## src/rtl/regwrite_arbiter.sv

```systemverilog
// Two-requester arbiter for the register-bank write port. The r0 requester is
// unbuffered and has priority; r1 goes through a small FIFO that starvation protects.
module regwrite_arbiter #(
  parameter int DEPTH      = 2,
  parameter int STARVE_MAX = 4
) (
  input  logic                    clk,
  input  logic                    reset,
  input  logic                    r0_valid,
  output logic                    r0_ready,
  input  logic [1:0]              r0_sel,
  input  logic [4:0]              r0_one,
  input  logic [4:0]              r0_two,
  input  logic [4:0]              r0_three,
  input  logic [31:0]             r0_data,
  input  logic                    r1_valid,
  output logic                    r1_ready,
  input  logic [1:0]              r1_sel,
  input  logic [4:0]              r1_one,
  input  logic [4:0]              r1_two,
  input  logic [4:0]              r1_three,
  input  logic [31:0]             r1_data,
  output logic [1:0]              wr_sel,
  output logic [31:0]             wr_one,
  output logic [31:0]             wr_two,
  output logic [31:0]             wr_three,
  output logic [31:0]             wr_data,
  output logic                    reg_write,
  output logic                    wr_src,
  output logic [$clog2(DEPTH):0]  r1_count
);

  localparam int AW = $clog2(DEPTH);
  localparam int CW = AW + 1;
  localparam int SW = $clog2(STARVE_MAX + 1);

  typedef struct packed {
    logic [1:0]  sel;
    logic [4:0]  one;
    logic [4:0]  two;
    logic [4:0]  three;
    logic [31:0] data;
  } wr_req_t;

  // Same selection the downstream mux makes, so $zero writes can be suppressed here.
  function automatic logic [4:0] resolve_addr(input wr_req_t req);
    case (req.sel)
      2'b00:   resolve_addr = req.one;
      2'b01:   resolve_addr = req.two;
      2'b10:   resolve_addr = req.three;
      default: resolve_addr = 5'd31;
    endcase
  endfunction

  wr_req_t          fifo_mem [DEPTH];
  logic [AW-1:0]    wr_ptr;
  logic [AW-1:0]    rd_ptr;
  logic [CW-1:0]    count;
  logic [SW-1:0]    starve_cnt;
  logic [SW-1:0]    starve_cnt_next;

  wr_req_t          r0_req;
  wr_req_t          r1_req;
  wr_req_t          win;
  logic [4:0]       win_addr;

  logic             fifo_full;
  logic             fifo_empty;
  logic             starve;
  logic             enq;
  logic             grant_r0;
  logic             grant_r1;

  assign r0_req = '{sel: r0_sel, one: r0_one, two: r0_two, three: r0_three, data: r0_data};
  assign r1_req = '{sel: r1_sel, one: r1_one, two: r1_two, three: r1_three, data: r1_data};

  // Full is taken from the registered count, so a full FIFO never passes through.
  assign fifo_full  = (count == CW'(DEPTH));
  assign fifo_empty = (count == '0);
  assign starve     = (starve_cnt == SW'(STARVE_MAX));

  assign r0_ready   = !starve;
  assign r1_ready   = !fifo_full;
  assign r1_count   = count;

  assign enq        = r1_valid && !fifo_full;
  assign grant_r0   = r0_valid && !starve;
  assign grant_r1   = !grant_r0 && !fifo_empty;

  always_comb begin
    // NOTE: every always_comb output gets a default first so no path can infer a latch.
    win = r0_req;
    if (grant_r1) win = fifo_mem[rd_ptr];
  end

  assign win_addr = resolve_addr(win);

  always_comb begin
    starve_cnt_next = starve_cnt;
    if (fifo_empty || grant_r1)
      starve_cnt_next = '0;
    else if (!starve)
      starve_cnt_next = starve_cnt + SW'(1);
  end

  // NOTE: FIFO storage is not reset; pointers and count alone decide which entries are live.
  always_ff @(posedge clk) begin
    if (enq) fifo_mem[wr_ptr] <= r1_req;
  end

  // NOTE: sequential state uses <= so every flop samples pre-edge values of the others.
  always_ff @(posedge clk or negedge reset) begin
    if (!reset) begin
      wr_ptr     <= '0;
      rd_ptr     <= '0;
      count      <= '0;
      starve_cnt <= '0;
    end else begin
      starve_cnt <= starve_cnt_next;
      if (enq)      wr_ptr <= wr_ptr + AW'(1);
      if (grant_r1) rd_ptr <= rd_ptr + AW'(1);
      unique case ({enq, grant_r1})
        2'b10:   count <= count + CW'(1);
        2'b01:   count <= count - CW'(1);
        default: count <= count;
      endcase
    end
  end

  // Write-port registers: a grant refreshes them even when the $zero write is suppressed.
  always_ff @(posedge clk or negedge reset) begin
    if (!reset) begin
      wr_sel    <= '0;
      wr_one    <= '0;
      wr_two    <= '0;
      wr_three  <= '0;
      wr_data   <= '0;
      wr_src    <= 1'b0;
      reg_write <= 1'b0;
    end else begin
      reg_write <= 1'b0;
      if (grant_r0 || grant_r1) begin
        wr_sel    <= win.sel;
        wr_one    <= {27'd0, win.one};
        wr_two    <= {27'd0, win.two};
        wr_three  <= {27'd0, win.three};
        wr_data   <= win.data;
        wr_src    <= grant_r1;
        reg_write <= (win_addr != 5'd0);
      end
    end
  end

endmodule

```

## config.mk

```make
export PLATFORM = sky130hd
export DESIGN_NAME = regwrite_arbiter
export DESIGN_NICKNAME = d
export VERILOG_FILES = /design/src/rtl/regwrite_arbiter.sv
export SDC_FILE = /design/constraint.sdc
export NUM_CORES = 1
export LEC_CHECK = 0
export CORE_MARGIN = 5
export CORE_UTILIZATION = 41
export DETAILED_ROUTE_END_ITERATION = 10
export GPL_ROUTABILITY_DRIVEN = 0
export PLACE_DENSITY = 0.76
export SKIP_LAST_GASP = 1
export SYNTH_ARGS = -nofsm -noshare
export SYNTH_HDL_FRONTEND = slang
export SYNTH_SLANG_ARGS = --single-unit
export TNS_END_PERCENT = 50
```

## constraint.sdc

```tcl
create_clock -name clk -period 3.6 [get_ports clk]
set_clock_uncertainty 0.2 [all_clocks]
set_input_delay 1.08 -clock clk [delete_from_list [all_inputs] [get_ports clk]]
set_output_delay 1.08 -clock clk [all_outputs]
set_load 0.02 [all_outputs]
```

==> flow_metrics.tcl <==
set metrics [dict create \
    status "finished, final reports clean" \
    netlist_instances 566 \
    track_usage_pct 15.7 \
    route.detailed.drc 0 \
    p_sw_mw 2.38 \
    total_power_mw 7.08 \
    cp-start-kind "register" \
    cts_tree "done" \
    drive_above_1_share_pct 6.82 \
    reg2reg_slack_ns 1.37 \
    dp.final_hpwl_mm 10.9 \
    cts_root_buf "clkbuf_16" \
    viasPerCell 4.67 \
    fin_crit_sh_pct 85.5 \
    clock_sinks 156 \
    antenna_found_initial 0 \
    cts_resized 0 \
    die_y_um 140 \
    critPathArrivalTime_ns 1.80 \
    swShare_pct 33.6 \
    yosys_warnings 0 \
    min_period_ns 3.08 \
    post-synth-top-count-cell "edfxtp_1" \
    async_flop_share_pct 37.2 \
    slew_viol_final 0 \
    holdCritStartpoint "starve_cnt[0]" \
    htree_levels 4 \
    cpPeakStageDelay_ns 0.62 \
    critPathTopFamily "buffers and inverters" \
    post_cts_buffers 0 \
    cts.path.max_buffers 2 \
    synth_common_cells "edfxtp_1, buf_4, dfrtp_1, nand2_1, nor2_1" \
    ir_worst_vdd_v 0.000425 \
    synth_top_area_share_pct 42.8 \
    postRouteAntennaNets 0 \
    drt_iter0_markers 201 \
    comb_power_share_pct 33.6 \
    ys_ff_latch 156 \
    grt.overflow.total 0 \
    top_layer_used "met4" \
    ys_seq_area_share_pct 63.8 \
    grt_max_degree 96 \
    synth_edf_count 98 \
    crit_slowest_cell "clkdlybuf4s50_1" \
    std_cell_rows 47 \
    wl_met1_mm 6.04 \
    num-fill-cells 1380 \
    ctsHoldBuffers 0 \
    vias 4456 \
    reg2regPathDepth 4 \
    synthToLayoutAreaGrowth_pct 31.3 \
    dr.pass1.iters 5 \
    hold_end "starve_cnt[0]" \
    critPathMaxFanout 3 \
    maxCapViolations 0 \
    syn_area_sq_um 6880 \
    hold_class "register to register" \
    cp_cell_sequence "inv_1 > ha_1 > nand2_1 > clkdlybuf4s50_1" \
    p_leak_nw 3.61 \
    setup_viol 0 \
    cp.required_ns 2.32 \
    dieArea_sq_um 19500 \
    fmax_ghz 0.325 \
    synth_top_flop_cell "edfxtp_1" \
    critPathKind "register to output pin" \
    p_int_mw 4.70 \
    tightest_slew_ns 0.618 \
    avgSynthCellArea_sq_um 12.2 \
    met3_length_mm 1.22 \
    finalHoldViolCount 0 \
    clockPowerShare_pct 27.4 \
    finalWirelength_mm 15.3 \
    rsz0062_at_grt "false" \
    p_seq_share_pct 39.1 \
    grt_pass1_wl_mm 24.0 \
    relSlewSlack_pct 58.8 \
    io_buffers 156 \
    r2r-start "rd_ptr" \
    pin_count 238 \
    final_nets 825 \
    p_per_area_nw_per_um2 783 \
    setup-tns-final_ns 0 \
    critical_path_buf_inv_count 2 \
    r2r_end "reg_write" \
    start_util_pct 41.7 \
    yosysUniqueCellTypes 36 \
    endpoint_kind "output pin" \
    clk_pin_slew_ns 0.06 \
    synth_area_leaders "edfxtp_1, dfrtp_1, buf_4" \
    cts_buffers 17 \
    hold_depth 1 \
    yosysTopAreaCell "edfxtp_1" \
    wl_per_cell_um 16.1 \
    core_sq_um 16500 \
    first_global_vias 4499 \
    clk_latency_ns 0.41 \
    fp.dieW_um 140 \
    wl_met2_mm 7.72 \
]
==> kinds of logic (layout without fill, tap and decap cells) <==
group	count (synthesis)	count (layout)	synth area share [%]
DFF	156	156	63.8
and+or+nand+nor	128	128	8.07
buffers and inverters	112	199	11.0
AOI/OAI and AO/OA	111	111	8.63
muxes	49	49	7.13
xor gates and xnor gates	6	6	0.763
adders and majority gates	3	3	0.545
other	1	82	0.0545
==> cell usage in the layout (no fill, tap or decap), types with 5 or more instances in the layout <==
cell type,synthesis,routed
a21oi_1,51,51
buf_4,84,7
bufinv_16,0,5
clkbuf_16,0,17
clkdlybuf4s50_1,0,155
clkinvlp_4,0,5
conb_1,1,81
dfrtp_1,58,57
edfxtp_1,98,98
mux2i_1,49,49
nand2_1,53,53
nor2_1,53,51
nor3_1,5,5
o21ai_1,50,50
==> worst max path at each step <==
stage                        startpoint              to  slack (ns)  depth (start not counted)
after CTS                 starve_cnt[0]        r0_ready        0.49                          4
after global routing      starve_cnt[0]        r0_ready        0.40                          4
final                     starve_cnt[0]        r0_ready        0.52                          4
after floorplan                r1_valid  fifo_mem[0][0]        0.52                          2
after global placement        r0_sel[0]       reg_write        0.64                          5
after detailed placement      r0_sel[0]       reg_write        0.61                          5
==> routing by layer <==
layer | global-route usage [%] | vias up
met5 | 0 | -
met4 | 6.83 | 0
met3 | 4.56 | 26
met2 | 26.7 | 186
met1 | 18.6 | 2100
li1 | - | 2144
==> through the flow <==
stage	cells	hold slack (ns)	utilization, %	area (sq um)	setup WS (ns)
after CTS	953	0.276	54.7	9040	0.488
after global routing	953	0.322	54.7	9040	0.403
after floorplan	646	0.243	-	7190	0.521
final	954	0.273	54.7	9040	0.520
after detailed placement	921	0.268	50.8	8390	0.613
after global placement	921	0.261	50.8	8390	0.637
==> state kept, by name, indices dropped and copies added (netlist names), 2 cells and up <==
signal,cells
wr_two,5
wr_three,5
r1_count,2
wr_data,32
wr_one,5
wr_sel,2
starve_cnt,3
fifo_mem,98
==> final cells by class <==
type	instances	area, sq um	share of cell area, %
Sequential cell	156	4400	48.7
Timing Repair Buffer	165	1650	18.2
Clock inverter	14	219	2.42
Inverter	2	7.51	0.0831
Multi-Input combinational cell	378	2060	22.8
Tap cell	220	275	3.05
Antenna cell	1	2.50	0.0277
Clock buffer	18	429	4.75
==> power by group through the flow <==
stage	registers [mW]	clock network, mW	logic, mW
finish	2.77	1.94	2.38
floorplan	2.93	0	1.39
global placement	2.79	0	2.39
CTS	2.78	1.97	2.42
detailed placement	2.81	0	2.41
global route	2.83	2.06	2.60
Power figures use the tool's default switching activity.
